`src/rtl/seg7_pkg.sv`:
```
// seg7_pkg: shared constants and types for the 7-segment scan driver.
// Holds the active-low segment table, blank/off codes and the shadow bundle.
package seg7_pkg;

  localparam logic [6:0] SEG_BLANK = 7'h7F;
  localparam logic [7:0] AN_OFF    = 8'hFF;

  // Active-low gfedcba patterns, index = hex code.
  localparam logic [6:0] SEG_TABLE [16] = '{
    7'h40, 7'h79, 7'h24, 7'h30,
    7'h19, 7'h12, 7'h02, 7'h78,
    7'h00, 7'h10, 7'h08, 7'h03,
    7'h46, 7'h21, 7'h06, 7'h0E
  };

  typedef enum logic {
    PH_BLANK  = 1'b0,
    PH_ACTIVE = 1'b1
  } phase_e;

  typedef struct packed {
    logic [3:0] code;
    logic       en;
    logic       dp;
  } shadow_t;

endpackage

```
`src/rtl/seg7_decode.sv`:
```
// seg7_decode: combinational hex code to active-low segment pattern.
// Ports: code_i (4-bit hex code), seg_o (7-bit gfedcba, active-low).
module seg7_decode
  import seg7_pkg::*;
(
  input  logic [3:0] code_i,
  output logic [6:0] seg_o
);

  assign seg_o = SEG_TABLE[code_i];

endmodule

```
`src/rtl/seg7_scan_mux.sv`:
```
// seg7_scan_mux: time-multiplexed driver for an 8-digit common-anode display.
// Ports: clk, rst_n, digits/digit_en/dp in; AN, seg, dp_n, frame_done out.
module seg7_scan_mux
  import seg7_pkg::*;
#(
  parameter int CLK_HZ     = 100_000_000,
  parameter int REFRESH_HZ = 1000,
  parameter int NUM_DIGITS = 8,
  parameter int BLANK_CYC  = 64
) (
  input  logic        clk,
  input  logic        rst_n,
  input  logic [31:0] digits,
  input  logic [7:0]  digit_en,
  input  logic [7:0]  dp,
  output logic [7:0]  AN,
  output logic [6:0]  seg,
  output logic        dp_n,
  output logic        frame_done
);

  localparam int DIV = CLK_HZ / REFRESH_HZ;
  localparam int CW  = (DIV > 1) ? $clog2(DIV) : 1;

  localparam logic [CW-1:0] CNT_LAST  = CW'(DIV - 1);
  localparam logic [CW-1:0] CNT_BLANK = CW'(BLANK_CYC);
  localparam logic [2:0]    IDX_LAST  = 3'(NUM_DIGITS - 1);

  logic [CW-1:0] cnt_q, cnt_d;
  logic [2:0]    idx_q, idx_d;
  shadow_t       sh_q, sh_d;

  logic [7:0] an_q, an_d;
  logic [6:0] seg_q, seg_d;
  logic       dpn_q, dpn_d;
  logic       fd_q, fd_d;

  logic       slot_end;
  logic       slot_start;
  shadow_t    live;
  phase_e     phase;
  logic [6:0] dec_seg;

  assign slot_end   = (cnt_q == CNT_LAST);
  assign slot_start = (cnt_q == '0);

  assign live.code = digits[{idx_q, 2'b00} +: 4];
  assign live.en   = digit_en[idx_q];
  assign live.dp   = dp[idx_q];

  assign phase = (cnt_q < CNT_BLANK) ? PH_BLANK : PH_ACTIVE;

  // State register: divider, digit index and per-slot shadow.
  always_ff @(posedge clk or negedge rst_n) begin
    if (!rst_n) begin
      cnt_q <= '0;
      idx_q <= '0;
      sh_q  <= '0;
    end else begin
      cnt_q <= cnt_d;
      idx_q <= idx_d;
      sh_q  <= sh_d;
    end
  end

  // Next state.
  always_comb begin
    cnt_d = cnt_q + 1'b1;
    idx_d = idx_q;
    sh_d  = sh_q;
    if (slot_end) begin
      cnt_d = '0;
      idx_d = (idx_q == IDX_LAST) ? 3'd0 : idx_q + 3'd1;
    end
    if (slot_start) begin
      sh_d = live;
    end
  end

  // sh_d is the slot's latched value already at cnt==0, so a zero-length
  // blank window still shows this slot's digit, not the previous one.
  seg7_decode u_decode (
    .code_i (sh_d.code),
    .seg_o  (dec_seg)
  );

  // Output next values; idx never reaches NUM_DIGITS, so higher AN bits stay 1.
  always_comb begin
    an_d  = AN_OFF;
    seg_d = SEG_BLANK;
    dpn_d = 1'b1;
    fd_d  = slot_end && (idx_q == IDX_LAST);
    unique case (1'b1)
      (phase == PH_ACTIVE) && sh_d.en: begin
        an_d  = AN_OFF & ~(8'h01 << idx_q);
        seg_d = dec_seg;
        dpn_d = ~sh_d.dp;
      end
      default: ;
    endcase
  end

  always_ff @(posedge clk or negedge rst_n) begin
    if (!rst_n) begin
      an_q  <= AN_OFF;
      seg_q <= SEG_BLANK;
      dpn_q <= 1'b1;
      fd_q  <= 1'b0;
    end else begin
      an_q  <= an_d;
      seg_q <= seg_d;
      dpn_q <= dpn_d;
      fd_q  <= fd_d;
    end
  end

  assign AN         = an_q;
  assign seg        = seg_q;
  assign dp_n       = dpn_q;
  assign frame_done = fd_q;

endmodule

```
`config.mk`:
```
export PLATFORM = sky130hd
export DESIGN_NAME = seg7_scan_mux
export DESIGN_NICKNAME = d
export VERILOG_FILES = /design/src/rtl/seg7_pkg.sv /design/src/rtl/seg7_decode.sv /design/src/rtl/seg7_scan_mux.sv
export SDC_FILE = /design/constraint.sdc
export NUM_CORES = 1
export LEC_CHECK = 0
export BUFFER_PORTS_ARGS = -buffer_cell sky130_fd_sc_hd__buf_2
export CAP_MARGIN = 20
export CORE_MARGIN = 4
export CORE_UTILIZATION = 45
export CTS_CLUSTER_DIAMETER = 100
export CTS_CLUSTER_SIZE = 16
export DETAILED_ROUTE_END_ITERATION = 10
export PLACE_DENSITY = 0.73
export SLEW_MARGIN = 20
export SYNTH_ARGS = -nofsm -noshare
export SYNTH_HDL_FRONTEND = slang
export SYNTH_SLANG_ARGS = --single-unit
```
`constraint.sdc`:
```
create_clock -name clk -period 2.8 [get_ports clk]
set_input_delay 0.28 -clock clk [delete_from_list [all_inputs] [get_ports clk]]
set_output_delay 0.28 -clock clk [all_outputs]
set_load 0.005 [all_outputs]
```
# Word level (Yosys, flattened, before mapping)
# Memories as Yosys holds them, arrays and structs flattened.
# Index checks and enable logic that the tools add are counted.
# totals
register_bits	43
latch_bits	0
ramBits	0
mem_bits_ro	112
in_bits	50
output_inout_bits	17
memories	1
# memory_table
memory	depth	word_bits	read_ports	rd_ports_with_merged_regs	wr	line	text
(no name shown)	16	7	1	0	0	seg7_decode.sv:10	assign seg_o = SEG_TABLE[code_i];
# op_classes
add_sub_neg	2
multipliers	0
n_div	0
magnitude_cmp	3
n_eq_ne	2
shifts	2
muxes	13
bitwise	3
reduce_logical	3
# op_table
op	n
indexed part select 32 x 6 -> 4 bit	1
two-way mux 7 bit	3
adder 17 x 1 -> 17 bit, second input constant	1
equality test 17 bit, second input constant	1
logical NOT 17 bit	1
< comparator 17 x 7 -> 1 bit, second input constant	1
two-way mux 17 bit	1
two-way mux 8 bit	1
inverter 8 bit	1
left shift 1 x 3 -> 8 bit, first input constant	1
binary-select mux 1 bit (select 3 bit)	2
two-way mux 6 bit	1
greater-or-equal comparator 5 bit, second input constant	1
inverter 4 -> 5 bit	1
< comparator 3 x 4 -> 1 bit, second input constant	1
two-way mux 1 bit	4
adder 3 x 1 -> 3 bit, second input constant	1
equality test 3 bit, second input constant	1
two-way mux 3 bit	1
logical AND 1 bit	2
inverter 1 bit	1

# Longest topological paths before layout
# Gate-level depths: netlist of the first run.
# logic_depth
ltp_word	8
ltp_mapped	13
ltp_nobuf	12

# By module
# A second synthesis of the first run with hierarchy kept.
# hier_totals
cells_unflattened	219
area_unflattened_um2	2486.1
# by_module_without_submodules
mod	instances	cells_each	area_per_inst_um2	seq_area_each_um2
seg7_scan_mux	1	187	2210.9	1096.1
seg7_decode	1	32	275.3	0.0

# Worst setup path after synthesis of the first run
# Ideal clock, no wire load.
# synth_path
path_type	register to register
startpoint	register cnt_q[9]
endpoint	register seg_q[0] (netlist: seg[0])
setup_ps	78
t_arrival_ps	2798
required_time_ps	2722
path_slack_ps	-76
stages_incl_launch_ff	10
path_buffers	1
synth_period_minus_slack_ps	2876
path_cell_list	dfrtp_1 clkbuf_1 nor4_1 nand4b_1 nor2_1 mux2i_1 inv_1 ha_1 or4_1 and3_1
# synth_rtl
item	line	text
start: declaration	seg7_scan_mux.sv:29	logic [CW-1:0] cnt_q, cnt_d;
start signal: assignment	seg7_scan_mux.sv:60	cnt_q <= cnt_d;
end signal: assignment	seg7_scan_mux.sv:111	seg_q <= seg_d;
end: declaration	seg7_scan_mux.sv:34	logic [6:0] seg_q, seg_d;

==> flow_summary.yaml, run 1 <==
outcome:
  status: "finished, final reports clean"
pwr:
  vdd_ir_drop_max_v: 0.000199
  total_leakage_power_nw: 1.37
  cellPowerDensity_nw_per_um2: 380
routing:
  drt_pass1_iterations: 4
  detail-route-antenna-nets: 0
  drt-wirelength-per-cell_um: 14.7
  vias: 2005
  wl_met3_um: 400
  routed_via_count_divided_by_cell_count: 5.36
  totalWireLength_um: 5480
  detail_route.iter0.violations: 83
  route.met2.wl_um: 2790
  highest-signal-layer: "met4"
  drc_violations_left: 0
  routedLengthMet1_um: 2200
yosys:
  post_syn_area_per_cell_um2: 10.7
  syn-num-nets: 294
  synth.top_cell.area_share_pct: 27.7
  synth.area.top_cells: "dfrtp_1 (28%), dfstp_2 (17%), mux4_2 (11%)"
  synthDominantAreaCellType: "dfrtp_1"
  postSynthCellCount: 229
  synth.yosys.warnings: 0
  synth_area_um2: 2440
  seq_area_frac_synth_pct: 44.9
  synth_cell_types: 42
  ys_seq_elements: 43
grt:
  gr-total-overflow: 0
  grt_start_max_net_pins: 44
  first_global_vias: 2086
  antenna_found_initial: 0
  grt_pass1_wl_um: 9330
  grt.total_usage_pct: 18.2
timing:
  number_of_hold_violations_in_the_final_report: 0
  relSlewSlack_pct: 38.3
  setup_viol: 0
  layout_worst_path_cycle_share_pct: 95.2
  fin_skew_ps: 10.8
  max_slew.worst_pin.slew_ps: 926
  timing.setup.tns_ps: 0
  period_minus_slack_ps: 2670
  slew_viol_final: 0
  fmax_mhz: 375
setup_path:
  setup.worst_path.start_class: "register"
  worst_r2r_path_depth: 8
  nature_of_the_critical_path_endpoint: "register"
  timing.setup.critical_path_class: "register to register"
  critPathRequiredTime_ps: 3030
  arrival_ps: 2900
  path_max_fanout: 7
final_layout:
  drive_above_1_share_pct: 41.4
  stdcell_area_um2: 3030
  final_core_utilization_pct: 58.7
  area_added_between_synthesis_and_finish_pct: 24.2
  instances_no_fill: 374
  n_antenna_cell: 0
  final_nets: 368
clocking:
  numClockSinks: 43
  clk_latency_ps: 300
  root_buf_cell: "clkbuf_8"
  cts_made_buffers: 5
  tritoncts_clock_tree: "yes"
  cts-root-to-sink-buffers: 2
  h-tree-depth: 2
  clk_transition_reported_paths_ps: 90
floorplan:
  die_area_um2: 6670
  floorplan.io_pins: 67
  initial_utilization_pct: 47.2
  design.core.area_um2: 5170
  fp.dieH_um: 81.7
  rows: 26
  fp.dieW_um: 81.7
place:
  place.gp.congestion: 0.821
  dp.final_hpwl_um: 4200
  placed_cells_incl_taps: 366
  detailed_place.area_um2: 2910
  portBuffers: 66
min_path:
  min-delay-path-class: "primary input to async pin"
run:
  drv.max_cap_violation_count: 0
==> worst max-delay path, stage by stage, from the launching register on <==
cell	delay [ps]
dfrtp_1	470
nor4_2	350
nand4b_1	260
nor2_4	230
a31o_2	270
inv_1	120
ha_1	220
or4_1	510
and3_1	180
==> state kept, by name (all words and copies together), names as in the netlist <==
signal and count:
AN 8, cnt_q 17, dp_n 1, frame_done 1, idx_q 3, seg 7, sh_q 6
==> cell usage after synthesis, drive strengths merged <==
cell type	number
a21boi	1
a21o	2
a21oi	7
a221o	3
a22oi	1
a31o	1
a31oi	3
and2	3
and3	4
and4	1
and4b	1
buf	3
clkbuf	6
dfrtp	27
dfstp	16
ha	15
inv	11
mux2	1
mux2i	4
mux4	12
nand2	28
nand3	12
nand4	3
nand4b	1
nor2	22
nor2b	1
nor3	3
nor4	8
o211a	1
o21ai	10
o21bai	1
o31ai	1
or3	2
or4	1
xnor2	8
xor2	5
==> logic make-up after synthesis <==
family          count (synthesis)  synth area share, %
mux                            17                 13.2
compound gates                 31                 8.09
xor+xnor                       13                 4.66
simple gates                   90                 18.1
fa+ha+maj                      15                 7.68
flops                          43                 44.9
buf+inv                        20                 3.43
==> power by group <==
group / switching [W] / internal [W]
clock network: 0.000239 / 0.000184
logic: 0.0000475 / 0.0000519
registers: 0.00000351 / 0.000626
==> metal layers <==
metal | GRT usage, % | vias up
met5 | 0 | -
met4 | 5.81 | 0
met3 | 4.06 | 8
met2 | 31.9 | 88
met1 | 22.3 | 944
li1 | - | 965
==> per-stage QoR <==
step                      setup slack (ps)  hold WS, ps  power (W)
after global routing                 -34.6          195    0.00120
after CTS                             54.7          140    0.00116
after floorplan                       61.4        -15.6   0.000685
final                                  134          114    0.00115
after global placement                 185          470   0.000739
after detailed placement              95.9          476   0.000741
==> final cells by class <==
type                    instances  area (um^2)
inverters                      11         41.3
repair buffers                 76          405
fillers                       443         2140
clock buffers                   5         68.8
clock inverters                 3         26.3
multi-input cells             166         1310
flip-flops and latches         43         1100
well taps                      70         87.6
==> cells in the final DEF (no fill, tap or decap), types with 4 or more instances in the layout <==
cell type | Yosys | final
a21oi_1 | 7 | 7
and3_1 | 4 | 4
buf_2 | 1 | 66
buf_4 | 0 | 10
clkbuf_8 | 0 | 5
dfrtp_1 | 27 | 26
dfstp_2 | 16 | 16
ha_1 | 15 | 15
inv_1 | 8 | 8
mux4_2 | 12 | 12
nand2_1 | 27 | 27
nand3_1 | 12 | 12
nor2_1 | 22 | 21
nor4_1 | 8 | 4
o21ai_1 | 7 | 7
xnor2_1 | 8 | 8
xor2_1 | 5 | 5
==> what timing repair did <==
item / 4_1_cts / 5_1_grt
resized for setup: 0 / 6
endpoints found under the setup margin: 0 / 4
setup buffers: 0 / 0
hold buffers: 0 / 0
==> worst paths after layout <==
path / from / end / slack [ps]
hold / removal: rst_n / cnt_q[3] / 110
max in group asynchronous: rst_n / idx_q[0] / 2070
setup reg to reg: cnt_q[9] / seg[0] / 130
min in group clk: digit_en[3] / sh_q[1] / 500
setup / recovery: cnt_q[9] / seg[0] / 130
hold reg to reg: cnt_q[0] / cnt_q[0] / 510
No activity file was read; power rests on OpenSTA's default activity.
==> inputs of run 2 (changes only) <==
CELL_PAD_IN_SITES_DETAIL_PLACEMENT = 0   (was not set)
CELL_PAD_IN_SITES_GLOBAL_PLACEMENT = 1   (was not set)
CORE_UTILIZATION = 36   (was 45)
PLACE_DENSITY = not set   (was 0.73)
PLACE_DENSITY_LB_ADDON = 0.1   (was not set)
==> run 2 against run 1 <==
Compared with the run above:
- via count fell by 4.8%
- first-iteration DRC count up 18%
- non-clock buffer count is 2 higher
- sequential share of layout area down 0.83 points
- combinational power decreased by 1%
- clock-buffer cell count increased by 1
- register-to-register slack better by 50 ps
- die area is 22% higher
- utilization is 11 points lower
- critical path type unchanged
==> flow_summary.yaml, run 2 (synthesized netlist as in run 1, its figures left out) <==
clocking:
  cts_made_buffers: 5
  h-tree-depth: 2
  cts_hold_buf: 0
  cts-root-to-sink-buffers: 2
  clk_transition_reported_paths_ps: 90
  root_buf_cell: "clkbuf_8"
  cts.repair.resized: 0
  clk_latency_ps: 300
  numClockSinks: 43
  post-cts-setup-buffer-count: 0
  tritoncts_clock_tree: "yes"
grt:
  gr-total-overflow: 0
  grt_start_max_net_pins: 44
  antenna_found_initial: 0
  first_global_vias: 1943
  grt.total_usage_pct: 14.0
  grt_pass1_wl_um: 9290
routing:
  vias: 1909
  detail_route.iter0.violations: 98
  drc_violations_left: 0
  routed_via_count_divided_by_cell_count: 4.98
  drt_pass1_iterations: 4
  drt-wirelength-per-cell_um: 14.1
  totalWireLength_um: 5420
  detail-route-antenna-nets: 0
setup_path:
  critPathRequiredTime_ps: 3010
  path_max_fanout: 7
  worst_r2r_path_depth: 9
  cpMaxStageDelayCell: "dfrtp_1"
  setup.worst_path.start_class: "register"
  path_depth: 9
  timing.reg2reg.setup_slack_ps: 190
  nature_of_the_critical_path_endpoint: "register"
  cp_num_buf_inv: 1
  timing.critical_path.slowest_cell_delay_ps: 460
  critical-path-top-delay-family: "simple AND/OR/NAND/NOR gates"
  critical_path.reg2reg.endpoint: "seg[5]"
  critical_path.reg2reg.startpoint: "cnt_q[7]"
  arrival_ps: 2830
  path_cells: "nor4_4 -> nand4b_1 -> nor2_4 -> a31o_2 -> inv_1 -> ha_1 -> and3_1 -> o21bai_1 -> a221o_1"
  timing.setup.critical_path_class: "register to register"
pwr:
  vdd_ir_drop_max_v: 0.000192
  cellPowerDensity_nw_per_um2: 399
  power_w: 0.00124
  total_leakage_power_nw: 1.40
final_layout:
  area_added_between_synthesis_and_finish_pct: 27.2
  instances_no_fill: 383
  n_antenna_cell: 0
  mostFrequentLayoutCells: "buf_2 (66), nand2_1 (27), dfrtp_1 (26), nor2_1 (21), dfstp_2 (16)"
  mostFrequentLayoutCell: "buf_2"
  final_nets: 370
  largest_register_ff_count: 17
  max_flop_register: "cnt_q"
  drive_above_1_share_pct: 41.8
  final_core_utilization_pct: 48.1
timing:
  fmax_mhz: 382
  number_of_hold_violations_in_the_final_report: 0
  max_slew.worst_pin.slew_ps: 915
  post_route_worst_setup_slack_ps: 185
  relSlewSlack_pct: 39.0
  setup_viol: 0
  slew_viol_final: 0
  fin_skew_ps: 13.8
  timing.setup.tns_ps: 0
  period_minus_slack_ps: 2610
  grt_setup_unrepaired: "no"
  layout_worst_path_cycle_share_pct: 93.4
floorplan:
  fp.dieH_um: 90.4
  floorplan.io_pins: 67
  initial_utilization_pct: 37.8
  fp.dieW_um: 90.4
  die_area_um2: 8170
  design.core.area_um2: 6460
  rows: 29
run:
  drv.max_cap_violation_count: 0
place:
  placed_cells_incl_taps: 375
  portBuffers: 66
  place.gp.congestion: 0.799
  dp.final_hpwl_um: 4300
  detailedPlace.worstSlack_ps: 74.6
min_path:
  min-delay-path-class: "primary input to async pin"
outcome:
  status: "finished, final reports clean"
## run 2: how the worst max path moves through the flow
stage,endpoint,startpoint
6_report,seg[5],cnt_q[7]
5_1_grt,seg[5],cnt_q[6]
4_1_cts,seg[5],cnt_q[6]
3_5_place_dp,seg[5],cnt_q[6]
3_3_place_gp,seg[0],idx_q[0]
2_1_floorplan,seg[0],cnt_q[9]
## run 2: report_power, final
| part | internal (W) | switching (W) |
|---|---|---|
| registers | 0.000626 | 0.00000352 |
| clock network | 0.000294 | 0.000219 |
| logic | 0.0000518 | 0.0000465 |
| total | 0.000971 | 0.000269 |
## run 2: routing by layer
layer  wire length [um]  global-route usage (%)
met4                 88                    4.97
met5                  0                       0
met3                316                    2.83
met1               2510                    18.2
met2               2510                    23.0
## run 2: metrics by stage
step           hold slack, ps  area (um^2)
2_1_floorplan           -15.6         2450
3_5_place_dp              480         2940
5_1_grt                   193         3110
4_1_cts                   145         3060
3_3_place_gp              483         2940
6_report                  107         3110
## run 2: layout make-up
class / count / area, um^2
Clock buffer: 6 / 82.6
Clock inverter: 2 / 38.8
Fill cell: 626 / 3350
Inverter: 11 / 41.3
Multi-Input combinational cell: 166 / 1320
Sequential cell: 43 / 1100
Tap cell: 77 / 96.3
Timing Repair Buffer: 78 / 433
## run 2: worst reg2reg max path, stage by stage (launching register included)
cell and delay, ps:
dfrtp_1 460, nor4_4 320, nand4b_1 230, nor2_4 230
a31o_2 280, inv_1 110, ha_1 220, and3_1 170
o21bai_1 160, a221o_1 360
==> inputs of run 3 (changes only) <==
ABC_AREA = 1   (was not set)
CORE_UTILIZATION = 35   (was 36)
==> run 3 against run 2 <==
Compared with the run above:
- combinational power grew 13%
- clock skew shrank 4.8 ps
- clock-buffer cell count shrank 1
- critical endpoint is now seg[1]
==> flow_summary.yaml, run 3 <==
outcome:
  status: "finished, final reports clean"
yosys:
  synth_area_um2: 2830
  synth_cell_types: 33
  synthFlopType: "dfrtp_1"
  seq_area_frac_synth_pct: 38.8
  synth.top_cell.area_share_pct: 23.9
  ys_seq_elements: 43
  synthDominantAreaCellType: "dfrtp_1"
  synth-async-reset-ratio_pct: 100
  synth.area.top_cells: "dfrtp_1 (24%), dfstp_2 (15%), nand2_1 (13%)"
  yosys-top-cells-count: "nand2_1 (100), inv_1 (56), nor2_1 (42)"
  post_syn_area_per_cell_um2: 7.23
  postSynthCellCount: 391
  synth.yosys.warnings: 0
  count_of_flip_flops_with_a_built_in_enable_after_synthesis: 0
  syn-num-nets: 456
  post-synth-top-count-cell: "nand2_1"
place:
  portBuffers: 66
  dp.final_hpwl_um: 5480
  detailed_place.area_um2: 3270
  detailedPlace.worstSlack_ps: 554
  place.gp.congestion: 0.883
grt:
  gr-total-overflow: 0
  grt_pass1_wl_um: 12300
  grt.total_usage_pct: 15.4
  grt_use_met2_pct: 26.9
  top_usage_layer: "met2"
  global_routing_met3_resource_utilization_pct: 2.29
  globalRouteMet1Util_pct: 19.6
  antenna_found_initial: 0
  first_global_vias: 2667
  grt_start_max_net_pins: 44
timing:
  post_route_worst_setup_slack_ps: 541
  max_slew.worst_pin.slew_ps: 529
  layout_worst_path_cycle_share_pct: 80.7
  timing.setup.tns_ps: 0
  fmax_mhz: 443
  slew_viol_final: 0
  relSlewSlack_pct: 64.7
  period_minus_slack_ps: 2260
  grt_setup_unrepaired: "no"
  fin_skew_ps: 9.00
  number_of_hold_violations_in_the_final_report: 0
  setup_viol: 0
pwr:
  total_leakage_power_nw: 1.77
  power_w: 0.00123
  cellPowerDensity_nw_per_um2: 360
  vdd_ir_drop_max_v: 0.000239
routing:
  drc_violations_left: 0
  drt_pass1_iterations: 4
  detail_route.iter0.violations: 82
  routed_via_count_divided_by_cell_count: 4.63
  drt-wirelength-per-cell_um: 12.5
  vias: 2622
  detail-route-antenna-nets: 0
  totalWireLength_um: 7100
clocking:
  cts_hold_buf: 0
  clk_transition_reported_paths_ps: 90
  numClockSinks: 43
  cts-root-to-sink-buffers: 2
  cts.repair.resized: 0
  clk_latency_ps: 300
  root_buf_cell: "clkbuf_8"
  cts_made_buffers: 5
  post-cts-setup-buffer-count: 0
  h-tree-depth: 2
  tritoncts_clock_tree: "yes"
floorplan:
  design.core.area_um2: 7810
  fp.dieW_um: 97.9
  initial_utilization_pct: 36.2
  fp.dieH_um: 97.9
  floorplan.io_pins: 67
  die_area_um2: 9580
  rows: 32
final_layout:
  max_flop_register: "cnt_q"
  final_core_utilization_pct: 43.9
  final_nets: 528
  fillCellCount: 845
  area_added_between_synthesis_and_finish_pct: 21.1
  largest_register_ff_count: 17
  mostFrequentLayoutCell: "nand2_1"
  stdcell_area_um2: 3420
  drive_above_1_share_pct: 27.6
  n_antenna_cell: 0
  mostFrequentLayoutCells: "nand2_1 (100), buf_2 (66), inv_1 (56), nor2_1 (42), nand3_1 (41)"
setup_path:
  arrival_ps: 2490
  critPathRequiredTime_ps: 3030
  setup.worst_path.start_class: "register"
  path_max_fanout: 6
  nature_of_the_critical_path_endpoint: "register"
  timing.setup.critical_path_class: "register to register"
min_path:
  min-delay-path-class: "primary input to register"
run:
  drv.max_cap_violation_count: 0
==> run 3: area by class of cell <==
| class | count | area, um^2 | area share (%) |
|---|---|---|---|
| flip-flops and latches | 43 | 1100 | 32.0 |
| multi-input cells | 270 | 1410 | 41.2 |
| repair buffers | 75 | 420 | 12.3 |
| well taps | 102 | 128 | 3.73 |
| inverters | 68 | 258 | 7.53 |
| clock inverters | 3 | 43.8 | 1.28 |
| clock buffers | 5 | 68.8 | 2.01 |
==> run 3: kinds of logic after synthesis <==
logic type / count (synthesis) / synth area share [%]
and+or+nand+nor: 217 / 35.4
buffers and inverters: 78 / 11.4
xor gates and xnor gates: 3 / 0.929
AOI/OAI and AO/OA: 35 / 6.90
adders and majority gates: 15 / 6.64
DFF: 43 / 38.8
==> run 3: per-layer routing <==
layer  up-vias  part of all wire, %
li1       1369                    -
met1      1191                   45
met2        58                   50
met3         4                  3.3
met4         0                 0.96
met5         -                    0
==> run 3: final timing paths <==
check                                  from       end  slack, ps  cells after the start
worst max-delay path               cnt_q[0]    seg[1]        540                     14
worst min-delay path            digit_en[3]   sh_q[1]        450                      5
worst max register to register     cnt_q[0]    seg[1]        540                     14
worst min register to register     cnt_q[0]  cnt_q[0]        460                      1
max in group asynchronous             rst_n    seg[4]       1740                      3
min in group asynchronous             rst_n   sh_q[0]        490                      2
==> run 3: worst max-delay path: stages, from the launching register on <==
cell,delay [ps]
dfrtp_1,400
inv_1,90
ha_1,140
nand2_1,50
nor2_1,130
nand2_2,110
nor2_8,180
nand3_1,130
nand2_1,190
inv_1,130
ha_1,310
inv_1,80
nor2_1,50
a21oi_1,130
nand2_1,70
==> run 3: report_power, final <==
part	switching [W]	internal [W]	total [W]
clock	0.000229	0.000266	0.000495
combinational	0.0000589	0.0000521	0.000111
sequential	0.00000238	0.000626	0.000629
==> run 3: per-stage QoR <==
step	hold slack, ps	instances
CTS	165	564
global placement	445	556
global route	495	566
detailed placement	455	556
floorplan	-15.6	391
finish	449	566
